[src/rtl/uart_rx_if.sv]
// uart_rx_if -- byte delivery channel out of the UART receiver.
//
// Signals:
//   data  [7:0]  received byte held by the producer
//   valid        producer holds an unread byte in data
//   ready        consumer accepts the byte
//
// Handshake: a transfer happens on every rising clk edge where valid && ready.
// While valid is high and no transfer happens, data stays stable unless a newer
// byte overwrites it (the producer then flags an overrun). valid never depends
// combinationally on ready.
//
// Modports:
//   master -- the receiver (drives data/valid, samples ready)
//   slave  -- the consumer (samples data/valid, drives ready)
interface uart_rx_if;
  logic [7:0] data;
  logic       valid;
  logic       ready;

  modport master (
    output data,
    output valid,
    input  ready
  );

  modport slave (
    input  data,
    input  valid,
    output ready
  );
endinterface

[src/rtl/uart_rx.sv]
// uart_rx -- 8N1 UART receiver with 16x oversampling and a one-byte holding
// register.
//
// Parameters:
//   CLK_FREQ   system clock frequency in Hz
//   BAUD_RATE  serial line rate in bit/s
//
// Ports:
//   clk        single clock, rising edge
//   rst        asynchronous active-high reset
//   rx         asynchronous serial line, idle high
//   rxb        uart_rx_if.master: data/valid out, ready in
//   frame_err  sticky: a stop bit was sampled low
//   overrun    sticky: a byte completed while an unread byte was still held
//   busy       receiver is inside a frame (state not IDLE)
//   state_dbg  current receiver state encoding, for observation only
module uart_rx #(
  parameter int CLK_FREQ  = 50_000_000,
  parameter int BAUD_RATE = 57600
) (
  input  logic         clk,
  input  logic         rst,
  input  logic         rx,
  uart_rx_if.master    rxb,
  output logic         frame_err,
  output logic         overrun,
  output logic         busy,
  output logic [1:0]   state_dbg
);

  // Oversample divider: one tick every OS_DIV clocks, 16 ticks per bit.
  localparam int OS_DIV_RAW = CLK_FREQ / (BAUD_RATE * 16);
  localparam int OS_DIV     = (OS_DIV_RAW < 1) ? 1 : OS_DIV_RAW;
  localparam int DIV_W      = (OS_DIV > 1) ? $clog2(OS_DIV) : 1;
  localparam logic [DIV_W-1:0] DIV_LAST = DIV_W'(OS_DIV - 1);

  typedef enum logic [1:0] {
    ST_IDLE  = 2'd0,
    ST_START = 2'd1,
    ST_DATA  = 2'd2,
    ST_STOP  = 2'd3
  } state_t;

  // Line synchronizer
  logic rx_meta;
  logic rx_s;

  always_ff @(posedge clk or posedge rst) begin
    if (rst) begin
      rx_meta <= 1'b1;
      rx_s    <= 1'b1;
    end else begin
      rx_meta <= rx;
      rx_s    <= rx_meta;
    end
  end

  // Oversample tick generator
  logic [DIV_W-1:0] div_cnt;
  logic             tick;
  logic             div_restart;

  assign tick = (div_cnt == DIV_LAST);

  // Restarting on the start edge puts the first tick exactly OS_DIV clocks
  // after the edge, so tick counts line up with bit boundaries.
  always_ff @(posedge clk or posedge rst) begin
    if (rst) begin
      div_cnt <= '0;
    end else if (div_restart || tick) begin
      div_cnt <= '0;
    end else begin
      div_cnt <= div_cnt + 1'b1;
    end
  end

  // Receiver FSM
  state_t     state_q, state_d;
  logic [3:0] tick_cnt_q, tick_cnt_d;
  logic [2:0] bit_idx_q, bit_idx_d;
  logic [7:0] shift_q, shift_d;
  logic       frame_done;

  always_ff @(posedge clk or posedge rst) begin
    if (rst) begin
      state_q    <= ST_IDLE;
      tick_cnt_q <= 4'd0;
      bit_idx_q  <= 3'd0;
      shift_q    <= 8'h00;
    end else begin
      state_q    <= state_d;
      tick_cnt_q <= tick_cnt_d;
      bit_idx_q  <= bit_idx_d;
      shift_q    <= shift_d;
    end
  end

  always_comb begin
    state_d     = state_q;
    tick_cnt_d  = tick_cnt_q;
    bit_idx_d   = bit_idx_q;
    shift_d     = shift_q;
    div_restart = 1'b0;
    frame_done  = 1'b0;

    case (state_q)
      ST_IDLE: begin
        if (!rx_s) begin
          state_d     = ST_START;
          tick_cnt_d  = 4'd0;
          div_restart = 1'b1;
        end
      end

      // Confirm the start bit at its middle; a high line here was a glitch.
      ST_START: begin
        if (tick) begin
          if (tick_cnt_q == 4'd7) begin
            if (!rx_s) begin
              state_d    = ST_DATA;
              tick_cnt_d = 4'd0;
              bit_idx_d  = 3'd0;
            end else begin
              state_d = ST_IDLE;
            end
          end else begin
            tick_cnt_d = tick_cnt_q + 4'd1;
          end
        end
      end

      // Counting from mid start bit, every 16th tick lands mid data bit.
      // The 4-bit counter wraps to 0 on its own after the sample.
      ST_DATA: begin
        if (tick) begin
          tick_cnt_d = tick_cnt_q + 4'd1;
          if (tick_cnt_q == 4'd15) begin
            shift_d = {rx_s, shift_q[7:1]};
            if (bit_idx_q == 3'd7) begin
              state_d   = ST_STOP;
              bit_idx_d = 3'd0;
            end else begin
              bit_idx_d = bit_idx_q + 3'd1;
            end
          end
        end
      end

      // Returning to IDLE right at the stop sample leaves half a bit to spot
      // the next start edge.
      ST_STOP: begin
        if (tick) begin
          tick_cnt_d = tick_cnt_q + 4'd1;
          if (tick_cnt_q == 4'd15) begin
            frame_done = 1'b1;
            state_d    = ST_IDLE;
          end
        end
      end

      default: begin
        state_d = ST_IDLE;
      end
    endcase
  end

  // Holding register and sticky flags
  logic [7:0] data_q;
  logic       valid_q;
  logic       frame_err_q;
  logic       overrun_q;

  // A completing byte always wins: it is delivered even with a bad stop bit,
  // and it replaces an unread byte (flagging overrun) unless that byte is
  // being accepted in the same clock.
  always_ff @(posedge clk or posedge rst) begin
    if (rst) begin
      data_q      <= 8'h00;
      valid_q     <= 1'b0;
      frame_err_q <= 1'b0;
      overrun_q   <= 1'b0;
    end else if (frame_done) begin
      data_q  <= shift_q;
      valid_q <= 1'b1;
      if (!rx_s) begin
        frame_err_q <= 1'b1;
      end
      if (valid_q && !rxb.ready) begin
        overrun_q <= 1'b1;
      end
    end else if (valid_q && rxb.ready) begin
      valid_q <= 1'b0;
    end
  end

  assign rxb.data  = data_q;
  assign rxb.valid = valid_q;
  assign frame_err = frame_err_q;
  assign overrun   = overrun_q;
  assign busy      = (state_q != ST_IDLE);
  assign state_dbg = state_q;

endmodule

[src/flat_wrapper.sv]
// flat-port wrapper written by rule: the top's interface ports become plain ports
module uart_rx_flat 
#(
  parameter int CLK_FREQ  = 50_000_000,
  parameter int BAUD_RATE = 57600
)
  (clk, rst, rx, frame_err, overrun, busy, state_dbg, rxb_data, rxb_valid, rxb_ready);
  uart_rx_if rxb_i ();
  input  logic clk;
  input  logic rst;
  input  logic rx;
  output logic frame_err;
  output logic overrun;
  output logic busy;
  output logic [1:0] state_dbg;
  output wire logic [$bits(rxb_i.data)-1:0] rxb_data;
  output wire logic [$bits(rxb_i.valid)-1:0] rxb_valid;
  input wire logic [$bits(rxb_i.ready)-1:0] rxb_ready;
  assign rxb_data = rxb_i.data;
  assign rxb_valid = rxb_i.valid;
  assign rxb_i.ready = rxb_ready;
  uart_rx #(.CLK_FREQ(CLK_FREQ), .BAUD_RATE(BAUD_RATE)) u_core (.clk(clk), .rst(rst), .rx(rx), .rxb(rxb_i), .frame_err(frame_err), .overrun(overrun), .busy(busy), .state_dbg(state_dbg));
endmodule
[config.mk]
export PLATFORM = sky130hd
export DESIGN_NAME = uart_rx_flat
export DESIGN_NICKNAME = d
export VERILOG_FILES = /design/src/rtl/uart_rx_if.sv /design/src/rtl/uart_rx.sv /design/src/flat_wrapper.sv
export SDC_FILE = /design/constraint.sdc
export NUM_CORES = 1
export LEC_CHECK = 0
export ABC_AREA = 1
export BUFFER_PORTS_ARGS = -buffer_cell sky130_fd_sc_hd__buf_2
export CAP_MARGIN = 5
export CELL_PAD_IN_SITES_DETAIL_PLACEMENT = 2
export CELL_PAD_IN_SITES_GLOBAL_PLACEMENT = 2
export CORE_ASPECT_RATIO = 1.1
export CORE_UTILIZATION = 36
export CTS_CLUSTER_DIAMETER = 150
export DETAILED_ROUTE_END_ITERATION = 12
export PLACE_DENSITY = 0.77
export SKIP_LAST_GASP = 1
export SYNTH_ARGS = -nofsm -noshare
export SYNTH_HDL_FRONTEND = slang
export SYNTH_SLANG_ARGS = --single-unit
[constraint.sdc]
create_clock -name clk -period 1.8 [get_ports clk]
set_clock_uncertainty 0.15 [all_clocks]
set_input_delay 0.36 -clock clk [delete_from_list [all_inputs] [get_ports clk]]
set_output_delay 0.36 -clock clk [all_outputs]
set_load 0.02 [all_outputs]
==> results of run 1 <==
## registers in the layout, indices dropped and copies added, names as in the netlist, named ones only
| register | flops |
|---|---|
| u_core.tick_cnt_q | 4 |
| u_core.div_cnt | 6 |
| u_core.bit_idx_q | 3 |
| u_core.overrun | 1 |
| u_core.rx_s | 1 |
| u_core.rxb.valid | 1 |
| u_core.shift_q | 8 |
| u_core.rxb.data | 8 |
| u_core.frame_err | 1 |
| u_core.rx_meta | 1 |
| u_core.state_dbg | 1 |
## logic make-up (layout without fill, tap and decap cells)
| group | after synthesis | in the layout | synth area share (%) |
|---|---|---|---|
| AOI/OAI and AO/OA | 29 | 29 | 13.0 |
| xor gates and xnor gates | 2 | 2 | 1.01 |
| adders and majority gates | 5 | 5 | 3.61 |
| buffers and inverters | 26 | 66 | 6.50 |
| DFF | 36 | 36 | 52.2 |
| muxes | 1 | 1 | 0.867 |
| and+or+nand+nor | 86 | 86 | 22.8 |
## worst reg2reg max path: cells and delay by family, from the launching register on
family	cells	cell delay, ns
AND/OR/NAND/NOR	6	0.73
flip-flops	1	0.39
AO/OA/AOI/OAI	1	0.21
adder cells (fa/ha/maj)	1	0.24
## per-stage QoR
step / power (mW) / hold slack, ns / utilization, %
after global routing: 1.47 / -0.0000772 / 46.3
after floorplan: 0.845 / 0.195 / -
final: 1.42 / 0.00845 / 46.3
after detailed placement: 0.857 / 0.211 / 41.1
after global placement: 0.855 / 0.199 / 41.1
after CTS: 1.43 / 0.00789 / 43.0
## final cells by class
type                            count  area share (%)
Sequential cell                    36            42.3
Tap cell                           56            3.28
Timing Repair Buffer               34            11.4
Clock inverter                      1           0.410
Clock buffer                        7            3.57
Multi-Input combinational cell    123            34.9
Inverter                           24            4.21
## synthesized netlist by cell type
library cell and n:
nor3b_1 2, nand3_4 1, a21oi_2 1, dfstp_2 2, o21ai_2 16, nand3b_1 1, nor2_2 1, ha_1 5
buf_6 2, nand4_1 1, nand3_1 9, o21bai_2 2, o21ai_1 5, nor2_4 1, o21ai_0 1, nand2_1 54
dfrtp_1 34, mux2_4 1, nand3_2 2, nand2_2 3, nor4_1 1, o2111ai_1 1, inv_2 4, nor3_1 1
xor2_1 2, a21oi_1 3, inv_1 20, nor2_1 9
## routing by layer
metal / share of wire [%] / vias to the layer above / routed length [um] / track usage (%)
met5: 0 / - / 0 / 0
met4: 1.3 / 0 / 64 / 7.87
met3: 1.8 / 7 / 89 / 5.00
met2: 57 / 11 / 2760 / 34.0
met1: 40 / 726 / 1950 / 23.1
li1: - / 665 / - / -
## what timing repair did
action | in CTS | in global routing
setup buffers | 0 | 13
endpoints found under the setup margin | 1 | 10
resized for setup | 1 | 9
cloned | 0 | 1
pin swaps | 0 | 6
endpoints found under the hold margin | 0 | 0
## worst max-delay path by stage
stage | from | to | cells past startpoint
after global placement | u_core.div_cnt[0] | u_core.bit_idx_q[0] | 11
after floorplan | u_core.div_cnt[1] | u_core.rxb.data[0] | 6
after global routing | u_core.tick_cnt_q[1] | flop | 8
final | u_core.tick_cnt_q[1] | flop | 8
after CTS | u_core.div_cnt[1] | u_core.bit_idx_q[2] | 11
after detailed placement | u_core.div_cnt[1] | u_core.bit_idx_q[2] | 11
## power groups by stage
stage          Combinational (mW)  Sequential, mW  Clock [mW]
2_1_floorplan              0.0152           0.829           0
5_1_grt                    0.0297           0.815       0.624
3_3_place_gp               0.0254           0.830           0
3_5_place_dp               0.0263           0.830           0
4_1_cts                    0.0272           0.815       0.592
6_report                   0.0261           0.815       0.578
==> reports/summary.txt, run 1 <==
DR WL/cell: 17.3 um
critical path's largest stage delay: 0.39 ns
Seq. cell area: 905 sq um
Comb pwr share: 1.8%
initial antenna violation count: 0
Fmax: 546 MHz
share of layout cells above drive strength 1: 36.4%
Setup violations, final: 1
Internal Pwr Total: 1.09 mW
CTS H-tree depth: 2
Clk pwr share: 40.7%
reg2reg start: u_core.tick_cnt_q[1]
# fillers: 525
critical path class: flop to flop
initial core utilization: 37.5%
area leader, netlist: dfrtp_1
area post-placement: 1900 sq um
clock transition at the registers of the reported paths: 0.08 ns
clk buf depth: 2
pwr dens: 663 nW/um^2
GRT overflow: 0
Net Count, Synth: 194
syn avg cell area: 9.36 sq um
most frequent cells in the layout: 51 x nand2_1, 33 x dfrtp_1, 20 x inv_1, 17 x buf_2, 16 x o21ai_2
chip width: 68.1 um
via count: 1409
slew margin rel.: 67.5%
row count: 26
Hold Fails Final Rpt: 0
CP cell instances: ha_2 -> nand3_1 -> nand2_1 -> nand3_1 -> a21oi_2 -> nand3_1 -> nand2_1 -> nand2_1
Final WS setup: -0.0313 ns
Final period util: 102%
diode count: 0
drt total wl: 4.86 mm
Worst-Skew Late Latency: 0.29 ns
CTS buffer count: 5
status: complete, but fails checks
Hold Buf Count CTS: 0
multi-input logic area: 746 sq um
Final Critical Period: 1.83 ns
Floorplan Core Area: 4620 sq um
vias in the first global route: 1472
DR iter-0 viols: 49
startpoint types: flop
DRT antenna net count: 0
final net count: 233
Max FO, Critical Path: 4
gr usage total: 19.7%
number of port buffers: 17
CTS tree: yes
Post-Syn Area: 1730 sq um
LEAKAGE: 1.10 nW
reg2reg setup slack: -0.03 ns
Final GP Congestion: 0.805
sequential power share: 57.4%
synth top area cells: dfrtp_1 49%, nand2_1 12%, o21ai_2 8.1%, inv_1 4.3%, ha_1 3.6%
Worst Tran Pin Value: 0.484 ns
Arr. time, crit path: 1.87 ns
FF-to-FF path depth: 8
Final Instance Count excl. Fillers: 281
worst vdd rail ir drop: 0.000451 V
largest net degree at the start of global routing: 37
iteration count of the initial detailed-routing pass: 4
register area share after synthesis: 52.2%
DR DRC count: 0
root buf cell: clkbuf_8
Area Growth Syn to Fin: 23.5%
#FFs+latches synth: 36
Mapped Cells: 185
DR vias/cell: 5.01
die height: 74.7 um
Setup crit end kind: flop
full die area: 5090 sq um
Yosys Warn Count: 0
Crit path max-delay family: simple AND/OR/NAND/NOR gates
Design Area, Final: 2140 sq um
hpwl dp: 3.16 mm
Hold Crit Class: input port to async pin
library cells used by synthesis: 28
Critical Path RT: 1.83 ns
first-pass GRT wire length: 7.18 mm
CP max stage cell: dfrtp_1
Switching Power: 0.325 mW
Pins Over Slew Limit: 0
WP buf/inv: 0
# IOs: 18
max_cap viols: 0
most common cell after layout, fill and taps aside: nand2_1
setup TNS: -0.0313 ns
CTS Sinks: 36
failing checks: setup timing
Placed Cells incl. Taps: 259
top-area cell type share of the netlist area: 49.1%
worst slack, placed: 0.0634 ns
Sw Share: 22.9%
(Power assumes the default switching activity.)
==> run 2: changes to the inputs <==
- ABC_AREA: 1 -> unset
- CORE_MARGIN: unset -> 2
- CORE_UTILIZATION: 36 -> 39
- CTS_BUF_LIST: unset -> sky130_fd_sc_hd__clkbuf_16
==> reports/summary.txt, run 2 <==
full die area: 4740 sq um
Max FO, Critical Path: 6
share of layout cells above drive strength 1: 53.7%
initial antenna violation count: 0
max_cap viols: 0
most common cell after layout, fill and taps aside: dfrtp_1
Mapped Cells: 131
DRT antenna net count: 0
CTS tree: yes
CTS buffer count: 5
status: complete, but fails checks
slew margin rel.: 70.9%
largest family of logic cells by synthesized area: multiplexers
DR iter-0 viols: 55
chip width: 65.8 um
root buf cell: clkbuf_16
failing checks: setup timing
drt total wl: 7.33 mm
met3 GRT Util: 6.05%
clk buf depth: 2
Net Count, Synth: 140
total power: 1.70 mW
Final GP Congestion: 0.755
largest net degree at the start of global routing: 20
Async SR Flop Fraction: 100%
DR vias/cell: 5.69
vias in the first global route: 1606
Hold Crit Class: input port to flop
register area share after synthesis: 55.1%
Fmax: 505 MHz
CTS H-tree depth: 2
critical path class: flop to flop
adder-cell area share of the yosys netlist: 3.81%
GRT met2 Usage: 54.9%
Yosys Warn Count: 0
final net count: 199
XOR/XNOR Fraction of Synth Area: 2.14%
initial core utilization: 41.1%
top_reg_cell synth: dfrtp_1
Final WS setup: -0.182 ns
area leader, netlist: dfrtp_1
die height: 72.0 um
Critical Path RT: 1.81 ns
setup TNS: -3.48 ns
simple-gate share of the synthesized area: 14.0%
Hold Fails Final Rpt: 0
Pins Over Slew Limit: 0
worst vdd rail ir drop: 0.000480 V
Final period util: 110%
DR WL/cell: 30.3 um
top-area cell type share of the netlist area: 51.9%
Floorplan Core Area: 3990 sq um
clock transition at the registers of the reported paths: 0.06 ns
library cells used by synthesis: 38
pwr dens: 701 nW/um^2
Worst-Skew Late Latency: 0.28 ns
Setup crit end kind: flop
row count: 24
GRT overflow: 0
gr usage total: 30.5%
CTS Sinks: 36
DR DRC count: 0
synth top area cells: dfrtp_1 52%, mux2_2 11%, ha_1 3.8%, dfstp_2 3.2%, nand3_1 2.4%
RSZ-0062 raised after global routing: yes
Arr. time, crit path: 1.99 ns
iteration count of the initial detailed-routing pass: 4
via count: 1377
Post-synth EDFFs: 0
Worst Tran Pin Value: 0.434 ns
startpoint types: flop
Post-Syn Area: 1640 sq um
diode count: 0
worst slack, placed: -0.199 ns
first-pass GRT wire length: 9.87 mm
hpwl dp: 3.43 mm
number of port buffers: 17
most frequent cells in the layout: 32 x dfrtp_1, 30 x buf_4, 19 x mux2_4, 17 x buf_2
LEAKAGE: 1.20 nW
mux share of post-synthesis cell area: 14.3%
GR Layer Usage met1: 33.7%
most common cell in the synthesized netlist: dfrtp_1
Area Growth Syn to Fin: 47.6%
Compound-Gate Fraction of Synth Area: 7.55%
# IOs: 18
GRT Max-Usage Layer: met2
Setup violations, final: 28
syn avg cell area: 12.5 sq um
Synth top cells by count: 34 x dfrtp_1, 16 x mux2_2, 8 x nand3_1, 8 x nor2_1, 6 x inv_1
#FFs+latches synth: 36
Final Critical Period: 1.98 ns
==> run 2: what timing repair did <==
item / CTS / global route
endpoints found under the hold margin: 34 / 0
hold buffers: 1 / 0
setup endpoints to repair: 23 / 30
resized for setup: 23 / 10
buffers inserted: 8 / 4
pin swaps: 5 / 10
gates cloned: 0 / 0
==> run 2: final cells by class <==
class	instances	area, sq um
inverters	6	22.5
fillers	340	1570
repair buffers	57	430
clock inverters	2	8.76
well taps	52	65.1
flip-flops and latches	36	906
multi-input cells	84	863
clock buffers	5	125
==> run 2: metal layers <==
metal	routed length [um]	vias up
met4	301	0
met3	361	19
li1	-	589
met2	3890	65
met5	0	-
met1	2780	704
==> run 2: worst max-delay path: stages (launching register included) <==
cell     delay (ns)
dfrtp_1        0.42
inv_2          0.09
ha_4           0.13
nand4_1        0.17
buf_4          0.21
nor3_4         0.18
buf_6          0.18
mux2_4         0.32
==> run 2: worst paths after layout <==
check	startpoint	endpoint	slack, ns	depth (start not counted)
worst max-delay path	u_core.div_cnt[1]	u_core.rxb.data[6]	-0.18	7
worst min-delay path	rx	u_core.rx_meta	0.03	1
worst max register to register	u_core.div_cnt[1]	u_core.rxb.data[6]	-0.18	7
worst min register to register	u_core.rx_meta	u_core.rx_s	0.22	0
max in group asynchronous	rst	u_core.rx_s	0.64	4
min in group asynchronous	rst	async pin	0.59	4
==> run 2: logic make-up after synthesis <==
family	Yosys count
buffers and inverters	11
AND/OR/NAND/NOR	39
XOR/XNOR	4
AO/OA/AOI/OAI	15
flip-flops	36
adder cells (fa/ha/maj)	5
multiplexers	21
==> run 2: per-stage QoR <==
stage               hold slack (ns)  std cells  cell area, sq um  util, %
floorplan                     0.195        131              1720        -
global placement              0.196        222              2040     51.0
detailed placement            0.199        222              2040     51.0
CTS                          0.0295        238              2340     58.7
global route                 0.0236        242              2420     60.6
finish                       0.0275        242              2420     60.6
==> run 2: power by group <==
group	internal, mW	leakage [nW]	switching (mW)
logic	0.0109	0.645	0.0266
registers	0.814	0.479	0.00180
clock network	0.498	0.0709	0.346
total	1.32	1.20	0.374
